File: src/rtl/div_nonrestoring_seq_if.sv
// Start/done handshake and operand/result bus for the sequential signed divider.
interface div_nonrestoring_seq_if #(
    parameter int unsigned WIDTH = 32
);
    logic             start;
    logic [WIDTH-1:0] dividend;
    logic [WIDTH-1:0] divisor;
    logic             busy;
    logic             done;
    logic [WIDTH-1:0] quotient;
    logic [WIDTH-1:0] remainder;
    logic             div_by_zero;

    modport master (
        output start, dividend, divisor,
        input  busy, done, quotient, remainder, div_by_zero
    );

    modport slave (
        input  start, dividend, divisor,
        output busy, done, quotient, remainder, div_by_zero
    );
endinterface

File: src/rtl/div_nonrestoring_seq.sv
// Multi-cycle signed divider: non-restoring recurrence on magnitudes, one quotient
// bit per clock, then remainder correction and sign fix-up (quotient->LO, remainder->HI).
module div_nonrestoring_seq #(
    parameter int unsigned WIDTH = 32
) (
    input  logic                   clk,
    input  logic                   reset,
    div_nonrestoring_seq_if.slave  bus
);
    localparam int unsigned AW = WIDTH + 1;
    localparam int unsigned CW = $clog2(WIDTH + 1);

    typedef enum logic [2:0] {
        S_IDLE,
        S_ITER,
        S_CORRECT,
        S_SIGN,
        S_DZERO
    } state_t;

    state_t           r_state, w_state_nxt;
    logic [CW-1:0]    r_count, w_count_nxt;
    logic [AW-1:0]    r_a, w_a_nxt;
    logic [WIDTH-1:0] r_q, w_q_nxt;
    logic [AW-1:0]    r_m, w_m_nxt;
    logic             r_sign_q, w_sign_q_nxt;
    logic             r_sign_r, w_sign_r_nxt;
    logic [WIDTH-1:0] r_dividend, w_dividend_nxt;
    logic [WIDTH-1:0] r_quotient, w_quotient_nxt;
    logic [WIDTH-1:0] r_remainder, w_remainder_nxt;
    logic             r_busy, w_busy_nxt;
    logic             r_done, w_done_nxt;
    logic             r_dbz, w_dbz_nxt;

    logic [WIDTH-1:0] w_dvd_mag;
    logic [WIDTH-1:0] w_dvs_mag;
    logic [AW-1:0]    w_a_sh;
    logic [AW-1:0]    w_a_step;

    // Most-negative operand maps to its exact unsigned magnitude
    assign w_dvd_mag = bus.dividend[WIDTH-1] ? (~bus.dividend + WIDTH'(1)) : bus.dividend;
    assign w_dvs_mag = bus.divisor[WIDTH-1]  ? (~bus.divisor  + WIDTH'(1)) : bus.divisor;

    // One recurrence step: shift {A,Q} left, then subtract or add M by sign of old A
    assign w_a_sh   = {r_a[WIDTH-1:0], r_q[WIDTH-1]};
    assign w_a_step = r_a[WIDTH] ? (w_a_sh + r_m) : (w_a_sh - r_m);

    always_comb begin
        w_state_nxt     = r_state;
        w_count_nxt     = r_count;
        w_a_nxt         = r_a;
        w_q_nxt         = r_q;
        w_m_nxt         = r_m;
        w_sign_q_nxt    = r_sign_q;
        w_sign_r_nxt    = r_sign_r;
        w_dividend_nxt  = r_dividend;
        w_quotient_nxt  = r_quotient;
        w_remainder_nxt = r_remainder;
        w_busy_nxt      = r_busy;
        w_done_nxt      = 1'b0;
        w_dbz_nxt       = r_dbz;

        case (r_state)
            S_IDLE: begin
                if (bus.start) begin
                    w_sign_q_nxt   = bus.dividend[WIDTH-1] ^ bus.divisor[WIDTH-1];
                    w_sign_r_nxt   = bus.dividend[WIDTH-1];
                    w_dividend_nxt = bus.dividend;
                    w_q_nxt        = w_dvd_mag;
                    w_m_nxt        = {1'b0, w_dvs_mag};
                    w_a_nxt        = '0;
                    w_count_nxt    = '0;
                    w_dbz_nxt      = 1'b0;
                    w_busy_nxt     = 1'b1;
                    w_state_nxt    = (bus.divisor == '0) ? S_DZERO : S_ITER;
                end
            end
            S_ITER: begin
                w_a_nxt     = w_a_step;
                w_q_nxt     = {r_q[WIDTH-2:0], ~w_a_step[WIDTH]};
                w_count_nxt = r_count + CW'(1);
                if (r_count == CW'(WIDTH - 1)) begin
                    w_state_nxt = S_CORRECT;
                end
            end
            S_CORRECT: begin
                if (r_a[WIDTH]) begin
                    w_a_nxt = r_a + r_m;
                end
                w_state_nxt = S_SIGN;
            end
            S_SIGN: begin
                w_quotient_nxt  = r_sign_q ? (~r_q + WIDTH'(1)) : r_q;
                w_remainder_nxt = r_sign_r ? (~r_a[WIDTH-1:0] + WIDTH'(1)) : r_a[WIDTH-1:0];
                w_done_nxt      = 1'b1;
                w_busy_nxt      = 1'b0;
                w_state_nxt     = S_IDLE;
            end
            S_DZERO: begin
                w_quotient_nxt  = '1;
                w_remainder_nxt = r_dividend;
                w_dbz_nxt       = 1'b1;
                w_done_nxt      = 1'b1;
                w_busy_nxt      = 1'b0;
                w_state_nxt     = S_IDLE;
            end
            default: begin
                w_state_nxt = S_IDLE;
                w_busy_nxt  = 1'b0;
            end
        endcase
    end

    always_ff @(posedge clk) begin
        if (reset) begin
            r_state     <= S_IDLE;
            r_count     <= '0;
            r_a         <= '0;
            r_q         <= '0;
            r_m         <= '0;
            r_sign_q    <= 1'b0;
            r_sign_r    <= 1'b0;
            r_dividend  <= '0;
            r_quotient  <= '0;
            r_remainder <= '0;
            r_busy      <= 1'b0;
            r_done      <= 1'b0;
            r_dbz       <= 1'b0;
        end else begin
            r_state     <= w_state_nxt;
            r_count     <= w_count_nxt;
            r_a         <= w_a_nxt;
            r_q         <= w_q_nxt;
            r_m         <= w_m_nxt;
            r_sign_q    <= w_sign_q_nxt;
            r_sign_r    <= w_sign_r_nxt;
            r_dividend  <= w_dividend_nxt;
            r_quotient  <= w_quotient_nxt;
            r_remainder <= w_remainder_nxt;
            r_busy      <= w_busy_nxt;
            r_done      <= w_done_nxt;
            r_dbz       <= w_dbz_nxt;
        end
    end

    assign bus.busy        = r_busy;
    assign bus.done        = r_done;
    assign bus.quotient    = r_quotient;
    assign bus.remainder   = r_remainder;
    assign bus.div_by_zero = r_dbz;
endmodule

File: src/flat_wrapper.sv
// flat-port wrapper written by rule: the top's interface ports become plain ports
module div_nonrestoring_seq_flat 
#(
    parameter int unsigned WIDTH = 32
)
  (clk, reset, bus_start, bus_dividend, bus_divisor, bus_busy, bus_done, bus_quotient, bus_remainder, bus_div_by_zero);
  div_nonrestoring_seq_if #(.WIDTH(WIDTH)) bus_i ();
  input  logic clk;
  input  logic reset;
  input wire logic [$bits(bus_i.start)-1:0] bus_start;
  input wire logic [$bits(bus_i.dividend)-1:0] bus_dividend;
  input wire logic [$bits(bus_i.divisor)-1:0] bus_divisor;
  output wire logic [$bits(bus_i.busy)-1:0] bus_busy;
  output wire logic [$bits(bus_i.done)-1:0] bus_done;
  output wire logic [$bits(bus_i.quotient)-1:0] bus_quotient;
  output wire logic [$bits(bus_i.remainder)-1:0] bus_remainder;
  output wire logic [$bits(bus_i.div_by_zero)-1:0] bus_div_by_zero;
  assign bus_i.start = bus_start;
  assign bus_i.dividend = bus_dividend;
  assign bus_i.divisor = bus_divisor;
  assign bus_busy = bus_i.busy;
  assign bus_done = bus_i.done;
  assign bus_quotient = bus_i.quotient;
  assign bus_remainder = bus_i.remainder;
  assign bus_div_by_zero = bus_i.div_by_zero;
  div_nonrestoring_seq #(.WIDTH(WIDTH)) u_core (.clk(clk), .reset(reset), .bus(bus_i));
endmodule
File: config.mk
export PLATFORM = sky130hd
export DESIGN_NAME = div_nonrestoring_seq_flat
export DESIGN_NICKNAME = d
export VERILOG_FILES = /design/src/rtl/div_nonrestoring_seq_if.sv /design/src/rtl/div_nonrestoring_seq.sv /design/src/flat_wrapper.sv
export SDC_FILE = /design/constraint.sdc
export NUM_CORES = 1
export LEC_CHECK = 0
export CAP_MARGIN = 20
export CORE_MARGIN = 1
export CORE_UTILIZATION = 48
export CTS_CLUSTER_SIZE = 28
export DETAILED_ROUTE_END_ITERATION = 6
export PLACE_DENSITY_LB_ADDON = 0.1
export REMOVE_ABC_BUFFERS = 1
export SYNTH_ARGS = -nofsm -noshare
export SYNTH_HDL_FRONTEND = slang
export SYNTH_SLANG_ARGS = --single-unit
File: constraint.sdc
create_clock -name clk -period 3.6 [get_ports clk]
set_input_delay 0.54 -clock clk [delete_from_list [all_inputs] [get_ports clk]]
set_output_delay 0.54 -clock clk [all_outputs]
set_load 0.03 [all_outputs]
After elaboration in Yosys (flattened, before gate mapping)
Index checks and enable logic that the tools add are counted.
{"block": "totals", "ff_bits": 207, "input_bits": 67, "out_inout_bits": 67, "elab_cells": 75}
{"block": "classes", "n_addsub": 8, "n_eq_ne": 8, "muxes": 23, "n_bitwise": 7, "reduce_logical": 15}
{"op": "case mux 32 bit (2 select lines)", "n": 3}
{"op": "2-to-1 mux 32 bit", "n": 5}
{"op": "adder 32 x 1 -> 32 bit, second input constant", "n": 4}
{"op": "NOT 32 bit", "n": 4}
{"op": "2-to-1 mux 33 bit", "n": 3}
{"op": "case mux 33 bit (3 select lines)", "n": 1}
{"op": "adder 33 x 32 -> 33 bit", "n": 2}
{"op": "subtractor 33 x 32 -> 33 bit", "n": 1}
{"op": "zero test 32 bit", "n": 1}
{"op": "case mux 6 bit (2 select lines)", "n": 1}
{"op": "AND reduction 2 bit", "n": 6}
{"op": "2-to-1 mux 3 bit", "n": 3}
{"op": "case mux 3 bit (3 select lines)", "n": 1}
{"op": "adder 6 x 1 -> 6 bit, second input constant", "n": 1}
{"op": "equality test 3 x 2 -> 1 bit, second input constant", "n": 2}
{"op": "equality test 6 x 5 -> 1 bit, second input constant", "n": 1}
{"op": "2-to-1 mux 6 bit", "n": 1}
{"op": "nonzero test 2 bit", "n": 3}
{"op": "!= test 2 x 1 -> 1 bit, second input constant", "n": 2}
{"op": "case mux 1 bit (2 select lines)", "n": 2}
{"op": "OR reduction 2 bit", "n": 2}
{"op": "equality test 3 x 1 -> 1 bit, second input constant", "n": 1}
{"op": "equality test 3 bit, second input constant", "n": 1}
{"op": "zero test 3 bit", "n": 1}
{"op": "other kinds (6)", "n": 9}

Longest topological paths before layout
{"block": "depth", "ltp_word": 5, "depth_mapped": 17, "depth_no_buf": 16}

Least setup slack after synthesis
Ideal clock, no wire load.
{"block": "synth_timing", "path_kind": "reg-to-reg", "from": "reg u_core.r_m[2]", "to": "reg u_core.r_a[30]", "setup_time_ps": 91, "t_arrival_ps": 3840, "t_required_ps": 3509, "setup_slack_ps": -331, "stages_incl_launch_ff": 16, "path_buffers": 2, "period_less_slack_ps": 3931, "cell_sequence": "dfxtp_1 > or4_1 > clkbuf_1 > nor4_1 > and3_1 > a21oi_1 > xor2_1 > ha_1 > clkbuf_1 > or2_2 > a311oi_1 > o21bai_1 > a311oi_1 > xnor2_1 > nand2_1 > a311oi_1"}
{"block": "synth_between", "elab_chain_len": 3, "elab_cells_between_ends": 6, "classes_between": "add/sub (3); mux (3)"}
{"item": "start: declaration", "line": "div_nonrestoring_seq.sv:25", "rtl": "logic [AW-1:0] r_m, w_m_nxt;"}
{"item": "start signal: assignment", "line": "div_nonrestoring_seq.sv:134", "rtl": "r_m <= w_m_nxt;"}
{"item": "adder 33 x 32 -> 33 bit (tied with other cells)", "line": "div_nonrestoring_seq.sv:88", "rtl": "w_a_nxt = r_a + r_m;"}
{"item": "2-to-1 mux 33 bit, on equally long branches", "line": "div_nonrestoring_seq.sv:87, div_nonrestoring_seq.sv:46"}
{"item": "case mux 33 bit (3 select lines) *", "line": "div_nonrestoring_seq.sv:63", "rtl": "case (r_state)"}
{"item": "end signal: assignment", "line": "div_nonrestoring_seq.sv:132", "rtl": "r_a <= w_a_nxt;"}
{"item": "end: declaration", "line": "div_nonrestoring_seq.sv:23", "rtl": "logic [AW-1:0] r_a, w_a_nxt;"}
Mark *: on every way between the ends. The rest lies on a longest branch, timed or not. The select of a mux whose other input is x is not followed.
A chain may end at the register's enable or synchronous reset.

Final worst setup path
{"block": "layout_timing", "from": "reg u_core.r_m[6]", "to": "reg u_core.r_a[31]"}
The elaborated chain is that of the path after synthesis.

==> metrics.md <==
| Metric | Value |
|---|---|
| Worst-path fanout max | 5 |
| Gate Count Post-Synth | 1,872 |
| XOR/XNOR Fraction of Synth Area | 11.8% |
| R2r endpoint | u_core.r_a[31] |
| Antenna Nets Post-Route | 0 |
| Largest family of logic cells by synthesized area | compound AO/OA/AOI/OAI gates |
| Post-Syn Area | 14,400 sq um |
| Root buffer cell | clkbuf_16 |
| Via density | 5.84 |
| Vias in the first global route | 13.8k |
| Htree depth | 1 |
| Hold endpoint | u_core.bus.remainder[16] |
| HP Start | u_core.r_dividend[16] |
| Io pins | 134 |
| Gr usage total | 28.8% |
| CP max-delay cell | or4_4 |
| Area fraction in compound gates after synthesis | 28.3% |
| Synth top area share | 28.7% |
| Avg Cell Area, Syn | 7.67 sq um |
| Status | complete, but fails checks |
| CP Class | reg -> reg |
| Synth top area cells | dfxtp_1 (29%), xor2_1 (7.1%), a21oi_1 (6.8%) |
| Worst path required time | 4.04 ns |
| Total Wirelength | 45,200 um |
| WP buf/inv | 6 |
| Fin nets | 2,253 |
| Die H | 175 um |
| Unrepaired setup endpoints after global routing | yes |
| Skew-Pair Late Insertion Delay | 0.53 ns |
| TritonRoute pass-1 iters | 5 |
| M1 WL | 20,100 um |
| Failing checks | negative setup slack |
| Die span in x | 175 um |
| First-pass GRT wire length | 71,500 um |
| Post-synth top area cell | dfxtp_1 |
| Hold_ws | 0.453 ns |
| DRC viols | 0 |
| Clk sinks | 206 |
| Largest net degree at the start of global routing | 84 |
| Worst-path clk slew | 0.07 ns |
| Critical Path Start Type | flop |
| Finished Cell Area | 18,500 sq um |
| 1st-iter DRT viols | 899 |
| Average wire per standard cell | 18.0 um |
| Fin. Hold Viols | 0 |
| Worst setup slack after layout | -0.0841 ns |
| Initial antenna violation count | 0 |
| Fmax | 0.271 GHz |
| Starting Density | 49.4% |
| Minimum clock period | 3.68 ns |
| Post-Route Setup TNS | -0.234 ns |
| Final cell count without fillers | 2,513 |
| Routed vias | 14.7k |
| Tcrit/Tclk final | 102% |
| Pwr dens | 692 nW/um^2 |
| Synth async-reset ratio | 0% |
| Num CTS Buffers | 25 |
| Reg2reg setup slack | -0.08 ns |
| Crit-path max cell delay | 0.57 ns |
| CORE AREA | 29,100 sq um |
| DIE AREA | 30,600 sq um |
| Post-synthesis mux area share | 0.575% |
| Worst slew pin tran | 1.01 ns |
| ANT cells | 0 |
| TritonCTS clock tree | built |
| CP top delay family | simple AND/OR/NAND/NOR gates |
| MaxCap Viol Count | 0 |
| Seq/Total Area, Yosys | 28.7% |
| Hold-fix buffers, CTS | 0 |
| DR top layer | met4 |
| WP data arrival | 4.12 ns |
| Clock Skew | 0.0182 ns |
| Port bufs | 133 |
| Site Rows | 62 |
| Commonest cells in the netlist | dfxtp_1 (206), nor2_1 (202), nand2_1 (198) |
| Post-placement cell count | 2,454 |
| Metal3 WL | 2590 um |
| P_leak | 7.28 nW |
| Yosys reg bits | 206 |
| Routability cong. | 0.916 |
| Worst min path class | reg -> reg |
| VDD IR max | 413 uV |
| Most used cell, CP | buf_4 |
| Count leader, synth | dfxtp_1 |
| Hold path depth | 2 |
| Synthesis Warnings | 0 |
| Share of cells above drive strength 1 | 15.7% |
| Longest Clk Path Bufs | 3 |
| Syn-to-layout area delta | 28.6% |
| Unique cell type count in the Yosys netlist | 67 |
| Simple-Gate Fraction of Synth Area | 20.4% |
| Met2 WL | 21,400 um |
| GRT overflow | 0 |
| Placement Cell Area | 17,200 sq um |
| Endpoints failing setup | 5 |
| Post-synthesis adder-cell area fraction | 6.46% |
| Worst reg2reg path startpoint | u_core.r_m[6] |
| Slew HR | 32.5% |
| FF-to-FF path depth | 18 |
| CP Capture Type | flop |
| CP Cell Sequence | or4_4 -> nor4_2 -> buf_4 -> buf_4 -> a21oi_1 -> xor2_1 -> ha_1 -> a21oi_2 -> buf_4 -> nand3_1 -> nor3_2 -> buf_4 -> buf_4 -> nor4_1 -> buf_4 -> nor3_1 -> nand3b_1 -> a311oi_1 |
| Prevailing post-synth register cell | dfxtp_1 |
| Number of synthesized flops with an enable pin | 0 |
| DP HPWL | 34,100 um |
| Pins Over Slew Limit | 0 |
## logic make-up (layout without fill, tap and decap cells)
family / count (synthesis) / in the layout
AO/OA/AOI/OAI: 617 / 617
XOR/XNOR: 193 / 193
adder cells (fa/ha/maj): 73 / 73
buffers and inverters: 148 / 405
flip-flops: 206 / 206
multiplexers: 8 / 8
AND/OR/NAND/NOR: 627 / 627
## layer usage
metal / vias to the layer above / global-route usage, %
li1: 7368 / -
met2: 399 / 49.7
met4: 0 / 6.85
met1: 6843 / 38.2
met3: 68 / 3.52
met5: - / 0
## repair_timing
item / in CTS / in global routing
endpoints found under the hold margin: 0 / 0
gates resized for setup: 40 / 59
setup endpoints to repair: 18 / 21
setup buffers: 3 / 13
pin swaps: 13 / 61
## cells in the final DEF, fill, tap and decap left out, types with 10 or more instances in the layout
master | netlist | layout
a211oi_1 | 83 | 78
a21o_1 | 29 | 29
a21oi_1 | 196 | 179
a21oi_2 | 0 | 16
a22oi_1 | 52 | 52
a31oi_1 | 13 | 11
and2_1 | 15 | 11
and3_1 | 19 | 13
buf_4 | 0 | 178
clkbuf_16 | 0 | 25
clkdlybuf4s50_1 | 0 | 132
dfxtp_1 | 206 | 205
ha_1 | 71 | 68
inv_1 | 39 | 39
nand2_1 | 198 | 195
nand2b_1 | 10 | 10
nand3_1 | 32 | 31
nand3b_1 | 12 | 12
nor2_1 | 202 | 197
nor3_1 | 40 | 37
nor4_1 | 15 | 13
o211ai_1 | 13 | 13
o21ai_0 | 73 | 61
o21bai_1 | 12 | 12
o22ai_1 | 22 | 22
o31ai_1 | 40 | 39
o41ai_1 | 16 | 16
or2_2 | 10 | 10
or3_1 | 17 | 17
or4_1 | 23 | 20
xnor2_1 | 77 | 77
xor2_1 | 116 | 116
## worst max-delay path by stage
stage	startpoint	to	slack, ns	depth (start not counted)
2_1_floorplan	u_core.r_state[2]	u_core.r_count[4]	-7.00	7
3_3_place_gp	u_core.r_m[2]	u_core.r_a[29]	-0.23	16
3_5_place_dp	u_core.r_m[2]	u_core.r_a[29]	-0.35	16
4_1_cts	u_core.r_m[9]	u_core.r_a[29]	-0.02	16
5_1_grt	u_core.r_m[2]	u_core.r_a[22]	-0.22	18
6_report	u_core.r_m[6]	u_core.r_a[31]	-0.08	18
## report_power, final
part	switching, mW	total, mW	internal [mW]
sequential	0.424	2.98	2.55
clock	1.00	2.55	1.55
combinational	3.86	7.27	3.41
total	5.29	12.8	7.51
## sequential cells by signal, indices dropped and copies added (netlist names), 3 cells and up
name	cells
u_core.r_state	3
u_core.bus.remainder	32
u_core.r_m	32
u_core.bus.quotient	32
u_core.r_a	33
u_core.r_dividend	32
u_core.r_q	32
u_core.r_count	6
## worst min-delay path: cells and delay by family, from the launching register on
family	cells	cell delay, ns
AOI/OAI and AO/OA	1	0.05
and+or+nand+nor	1	0.05
DFF	1	0.31
## through the flow
| step | setup WS [ns] | utilization [%] | total power [mW] |
|---|---|---|---|
| global route | -0.218 | 63.5 | 13.6 |
| detailed placement | -0.351 | 59.0 | 9.44 |
| floorplan | -7.00 | - | 6.82 |
| finish | -0.0841 | 63.5 | 12.8 |
| global placement | -0.229 | 59.0 | 9.40 |
| CTS | -0.0219 | 62.4 | 12.2 |
## area by class of cell
| type | count | area, sq um |
|---|---|---|
| clock inverter | 8 | 95.1 |
| multi-input combinational | 1518 | 10100 |
| timing repair buffer | 323 | 2850 |
| inverter | 39 | 146 |
| sequential | 206 | 4130 |
| clock buffer | 35 | 733 |
| fill | 2693 | 10600 |
| tap | 384 | 480 |
(Power assumes the default switching activity.)
